--- src/rtl/conv_window_gen.sv ---
// Sliding SIZE x SIZE window generator: raster pixel stream in, fully-valid
// ("valid" convolution) windows out, backed by SIZE-1 line buffers.
module conv_window_gen #(
    parameter int SIZE      = 3,
    parameter int WIDTH_BIT = 8,
    parameter int IMG_W     = 8,
    parameter int IMG_H     = 8
) (
    input  logic                                          clock,
    input  logic                                          nreset,
    input  logic                                          pix_valid,
    output logic                                          pix_ready,
    input  logic signed [WIDTH_BIT-1:0]                   pix_data,
    output logic                                          win_valid,
    input  logic                                          win_ready,
    output logic signed [SIZE-1:0][SIZE-1:0][WIDTH_BIT-1:0] win_data,
    output logic                                          frame_done
);

    localparam int CW = (IMG_W > 1) ? $clog2(IMG_W) : 1;
    localparam int RW = (IMG_H > 1) ? $clog2(IMG_H) : 1;

    typedef enum logic {LOAD, RUN} state_t;

    state_t                                   state_q, state_d;
    logic [CW-1:0]                            col_q, col_d;
    logic [RW-1:0]                            row_q, row_d;
    // lb_q[0] holds the oldest row, lb_q[SIZE-2] the row just above the current one
    logic [WIDTH_BIT-1:0]                     lb_q [SIZE-1][IMG_W];
    logic [SIZE-1:0][SIZE-1:0][WIDTH_BIT-1:0] sh_q, sh_d;
    logic [SIZE-1:0][SIZE-1:0][WIDTH_BIT-1:0] win_q;
    logic                                     win_valid_q, win_valid_d;
    logic                                     frame_done_q, frame_done_d;
    logic                                     pix_acc, win_acc, col_last, row_last, emit;

    assign pix_ready = !win_valid_q || win_ready;
    assign pix_acc   = pix_valid && pix_ready;
    assign win_acc   = win_valid_q && win_ready;
    assign col_last  = (col_q == CW'(IMG_W - 1));
    assign row_last  = (row_q == RW'(IMG_H - 1));

    always_comb begin
        col_d = col_q;
        row_d = row_q;
        if (pix_acc) begin
            if (col_last) begin
                col_d = '0;
                row_d = row_last ? '0 : row_q + 1'b1;
            end else begin
                col_d = col_q + 1'b1;
            end
        end
    end

    // Shift window left; new right column is the line-buffer column plus the incoming pixel
    always_comb begin
        sh_d = sh_q;
        for (int r = 0; r < SIZE; r++) begin
            for (int c = 0; c < SIZE - 1; c++) begin
                sh_d[r][c] = sh_q[r][c+1];
            end
        end
        for (int r = 0; r < SIZE - 1; r++) begin
            sh_d[r][SIZE-1] = lb_q[r][col_q];
        end
        sh_d[SIZE-1][SIZE-1] = pix_data;
    end

    always_ff @(posedge clock) begin
        if (nreset) begin
            state_q <= LOAD;
        end else begin
            state_q <= state_d;
        end
    end

    always_comb begin
        state_d = state_q;
        case (state_q)
            LOAD: if (pix_acc && col_last && row_q == RW'(SIZE - 2)) state_d = RUN;
            RUN:  if (pix_acc && col_last && row_last)              state_d = LOAD;
            default: state_d = LOAD;
        endcase
    end

    // In RUN the row is always >= SIZE-1, so only the column gates emission
    always_comb begin
        emit         = pix_acc && (state_q == RUN) && (col_q >= CW'(SIZE - 1));
        frame_done_d = pix_acc && (state_q == RUN) && col_last && row_last;
        if (emit) begin
            win_valid_d = 1'b1;
        end else if (win_acc) begin
            win_valid_d = 1'b0;
        end else begin
            win_valid_d = win_valid_q;
        end
    end

    always_ff @(posedge clock) begin
        if (nreset) begin
            col_q        <= '0;
            row_q        <= '0;
            sh_q         <= '0;
            win_q        <= '0;
            win_valid_q  <= 1'b0;
            frame_done_q <= 1'b0;
        end else begin
            col_q        <= col_d;
            row_q        <= row_d;
            win_valid_q  <= win_valid_d;
            frame_done_q <= frame_done_d;
            if (pix_acc) sh_q  <= sh_d;
            if (emit)    win_q <= sh_d;
        end
    end

    always_ff @(posedge clock) begin
        if (pix_acc && !nreset) begin
            for (int i = 0; i < SIZE - 2; i++) begin
                lb_q[i][col_q] <= lb_q[i+1][col_q];
            end
            lb_q[SIZE-2][col_q] <= pix_data;
        end
    end

    assign win_valid  = win_valid_q;
    assign win_data   = win_q;
    assign frame_done = frame_done_q;

endmodule

--- config.mk ---
export PLATFORM = sky130hd
export DESIGN_NAME = conv_window_gen
export DESIGN_NICKNAME = d
export VERILOG_FILES = /design/src/rtl/conv_window_gen.sv
export SDC_FILE = /design/constraint.sdc
export NUM_CORES = 1
export LEC_CHECK = 0
export CAP_MARGIN = 40
export CORE_AREA = 2 2 125 188
export CTS_CLUSTER_SIZE = 24
export DETAILED_ROUTE_END_ITERATION = 16
export DIE_AREA = 0 0 127 190
export PLACE_DENSITY = 0.63
export SETUP_SLACK_MARGIN = 0.2
export SLEW_MARGIN = 5
export SYNTH_ARGS = -nofsm -noshare
export SYNTH_HDL_FRONTEND = slang
export SYNTH_SLANG_ARGS = --single-unit
--- constraint.sdc ---
create_clock -name clock -period 4.3 [get_ports clock]
set_clock_uncertainty 0.15 [all_clocks]
set_input_delay 0.86 -clock clock [delete_from_list [all_inputs] [get_ports clock]]
set_output_delay 0.86 -clock clock [all_outputs]
set_load 0.01 [all_outputs]
==> flow_metrics.tcl <==
set metrics [dict create \
    status "completed" \
    drive_gt1_share_pct 13.5 \
    yosysUniqueCellTypes 34 \
    dp_slack_ns 0.817 \
    clock.fmax_ghz 0.285 \
    cts_resized 0 \
    placed_cells 1099 \
    vias 6841 \
    maxCapViolCount 0 \
    final-hold-violation-count 0 \
    maxSlewHeadroom_pct 35.8 \
    rrSetupSlack_ns 1.59 \
    ir_drop_uv 230 \
    area.growth.synth_to_final_pct 20.1 \
    clk_latency_ns 0.51 \
    cts_buffer_depth 3 \
    cts_made_buffers 23 \
    reg2reg_from "col_q[0]" \
    ant_nets 0 \
    finalWorstSetupSlack_ns 0.793 \
    grt_antenna_before_repair 0 \
    die_x_um 127 \
    cp-start-kind "primary input" \
    grt_setup_unrepaired "false" \
    drc 0 \
    clock_sinks 257 \
    yosys.area.top_type "edfxtp_1" \
    cp_max_fo 21 \
    first_iter_violations 613 \
    startpoint "win_ready" \
    cts-root-buf "clkbuf_16" \
    fin_cells 1140 \
    slew_viol_final 0 \
    netlist_area_sq_mm 0.0100 \
    place_area_sq_mm 0.0112 \
    cp.required_ns 3.29 \
    fin_setup_tns_ns 0 \
    fin_crit_sh_pct 81.5 \
    path_class "in2out" \
    hp-class "reg2reg" \
    core_sq_mm 0.0226 \
    syn_area_per_cell_sq_um 12.8 \
    die_area_sq_mm 0.0241 \
    dieHeight_um 190 \
    grt_pass1_vias 6664 \
    overflow 0 \
    start_util_pct 44.4 \
    cts_tree "built" \
    crit_arrival_ns 2.50 \
    io_pins 87 \
    routed_wirelength_um 23400 \
    portBuffers 86 \
    critPathCaptureType "output pin" \
    yosysWarnings 0 \
    grt_max_degree 101 \
    yosys_register_bits 257 \
    timing.rr.end "state_q" \
    grtUsageTotal_pct 19.0 \
    synth_cells 787 \
    cts.clk_slew.worst_paths_ns 0.06 \
    gp_routability_congestion 0.772 \
    powerDensity_mw_per_mm2 436 \
    postCtsSetupRepairBufs 0 \
    cts_max_level 1 \
    critPathCapture "pix_ready" \
    syn_nets 804 \
    n_antenna_cell 0 \
    final_area_sq_mm 0.0121 \
    grt_pass1_wl_um 37100 \
    netlist_top_cells_area "edfxtp_1, dfxtp_1, mux4_2" \
    worstHoldStart "sh_d[30]" \
    cts_hold_buf 0 \
    setup_viol 0 \
    first_pass_iters 5 \
    ys_seq_area_share_pct 64.0 \
    period_needed_ns 3.51 \
    final_cell_mix "dfxtp_1, edfxtp_1, a21oi_1" \
    nNetsFinal 861 \
    wire_per_inst_um 20.5 \
    avgViaCountPerCell 6.00 \
    num_rows 68 \
    reg2regPathDepth 6 \
    power.leakage_nw 3.74 \
    worstMarginPinSlew_ns 0.962 \
    dpl.hpwl_um 14700 \
    synth_top_cell_area_share_pct 38.3 \
]
-- critical path, cell delays in order --
cell,delay [ns]
clkdlybuf4s50_1,0.44
nor2b_4,0.44
clkinv_2,0.22
clkdlybuf4s50_1,0.53
-- cell type report --
class | instances | area, sq um
fillers | 1861 | 10600
flip-flops and latches | 257 | 6430
multi-input cells | 427 | 3210
repair buffers | 122 | 1160
clock buffers | 27 | 591
well taps | 280 | 350
clock inverters | 14 | 269
inverters | 13 | 50.0
-- per-layer routing --
layer | global-route usage [%] | share of wire, % | vias to the layer above
met5 | 0 | 0 | -
li1 | - | - | 3191
met4 | 6.26 | 2.8 | 0
met3 | 2.17 | 4.2 | 47
met2 | 33.4 | 52 | 179
met1 | 24.6 | 41 | 3424
-- cell usage after synthesis --
| master | instances |
|---|---|
| dfxtp_1 | 129 |
| edfxtp_1 | 128 |
| a21oi_1 | 112 |
| nand4_1 | 62 |
| o31ai_1 | 59 |
| clkbuf_1 | 49 |
| o21ai_0 | 35 |
| nand3_1 | 33 |
| a211oi_1 | 32 |
| mux4_2 | 32 |
| buf_2 | 28 |
| a31oi_1 | 16 |
| mux2i_1 | 16 |
| inv_1 | 11 |
| buf_1 | 9 |
| nor2_1 | 7 |
| ha_1 | 5 |
| nor3_1 | 4 |
| buf_4 | 2 |
| inv_2 | 2 |
| nand2b_1 | 2 |
| nor3b_1 | 2 |
| buf_12 | 1 |
| buf_6 | 1 |
| nand2_1 | 1 |
| nand4b_1 | 1 |
| nor2b_1 | 1 |
| nor3_2 | 1 |
| nor4_1 | 1 |
| o21a_1 | 1 |
| o21ai_1 | 1 |
| o41ai_1 | 1 |
| or3_1 | 1 |
| or4_1 | 1 |
-- power by group --
| group | internal [mW] | switching, mW | total (mW) |
|---|---|---|---|
| clock | 1.46 | 0.881 | 2.34 |
| combinational | 0.0968 | 0.158 | 0.255 |
| sequential | 2.62 | 0.0330 | 2.65 |
-- flip-flops by register name, indices dropped and copies added (netlist names) --
register	count
state_q	1
win_data	72
frame_done	1
row_q	3
lb_q	128
win_valid	1
col_q	3
sh_d	48
-- stage by stage --
stage,util [%],hold WS (ns),total power [mW]
4_1_cts,53.3,0.317,5.29
3_5_place_dp,49.5,0.308,2.96
2_1_floorplan,-,0.293,2.87
6_report,53.3,0.317,5.25
5_1_grt,53.3,0.338,5.41
3_3_place_gp,49.1,0.302,2.95
-- worst min path at each step --
stage                         endpoint  depth (start not counted)  slack (ns)
after floorplan            win_data[0]                          2        0.29
after global placement     win_data[0]                          2        0.30
after detailed placement  win_data[30]                          2        0.31
after CTS                 win_data[30]                          2        0.32
after global routing      win_data[52]                          2        0.34
final                     win_data[30]                          2        0.32
-- cells by family (layout without fill, tap and decap cells) --
kind of cell | Yosys count | in the layout | share of synthesized area, %
adders and majority gates | 5 | 5 | 0.623
and+or+nand+nor | 117 | 117 | 6.73
buffers and inverters | 103 | 176 | 4.51
muxes | 48 | 48 | 8.77
DFF | 257 | 257 | 64.0
AOI/OAI and AO/OA | 257 | 257 | 15.3
(Power assumes the default switching activity.)
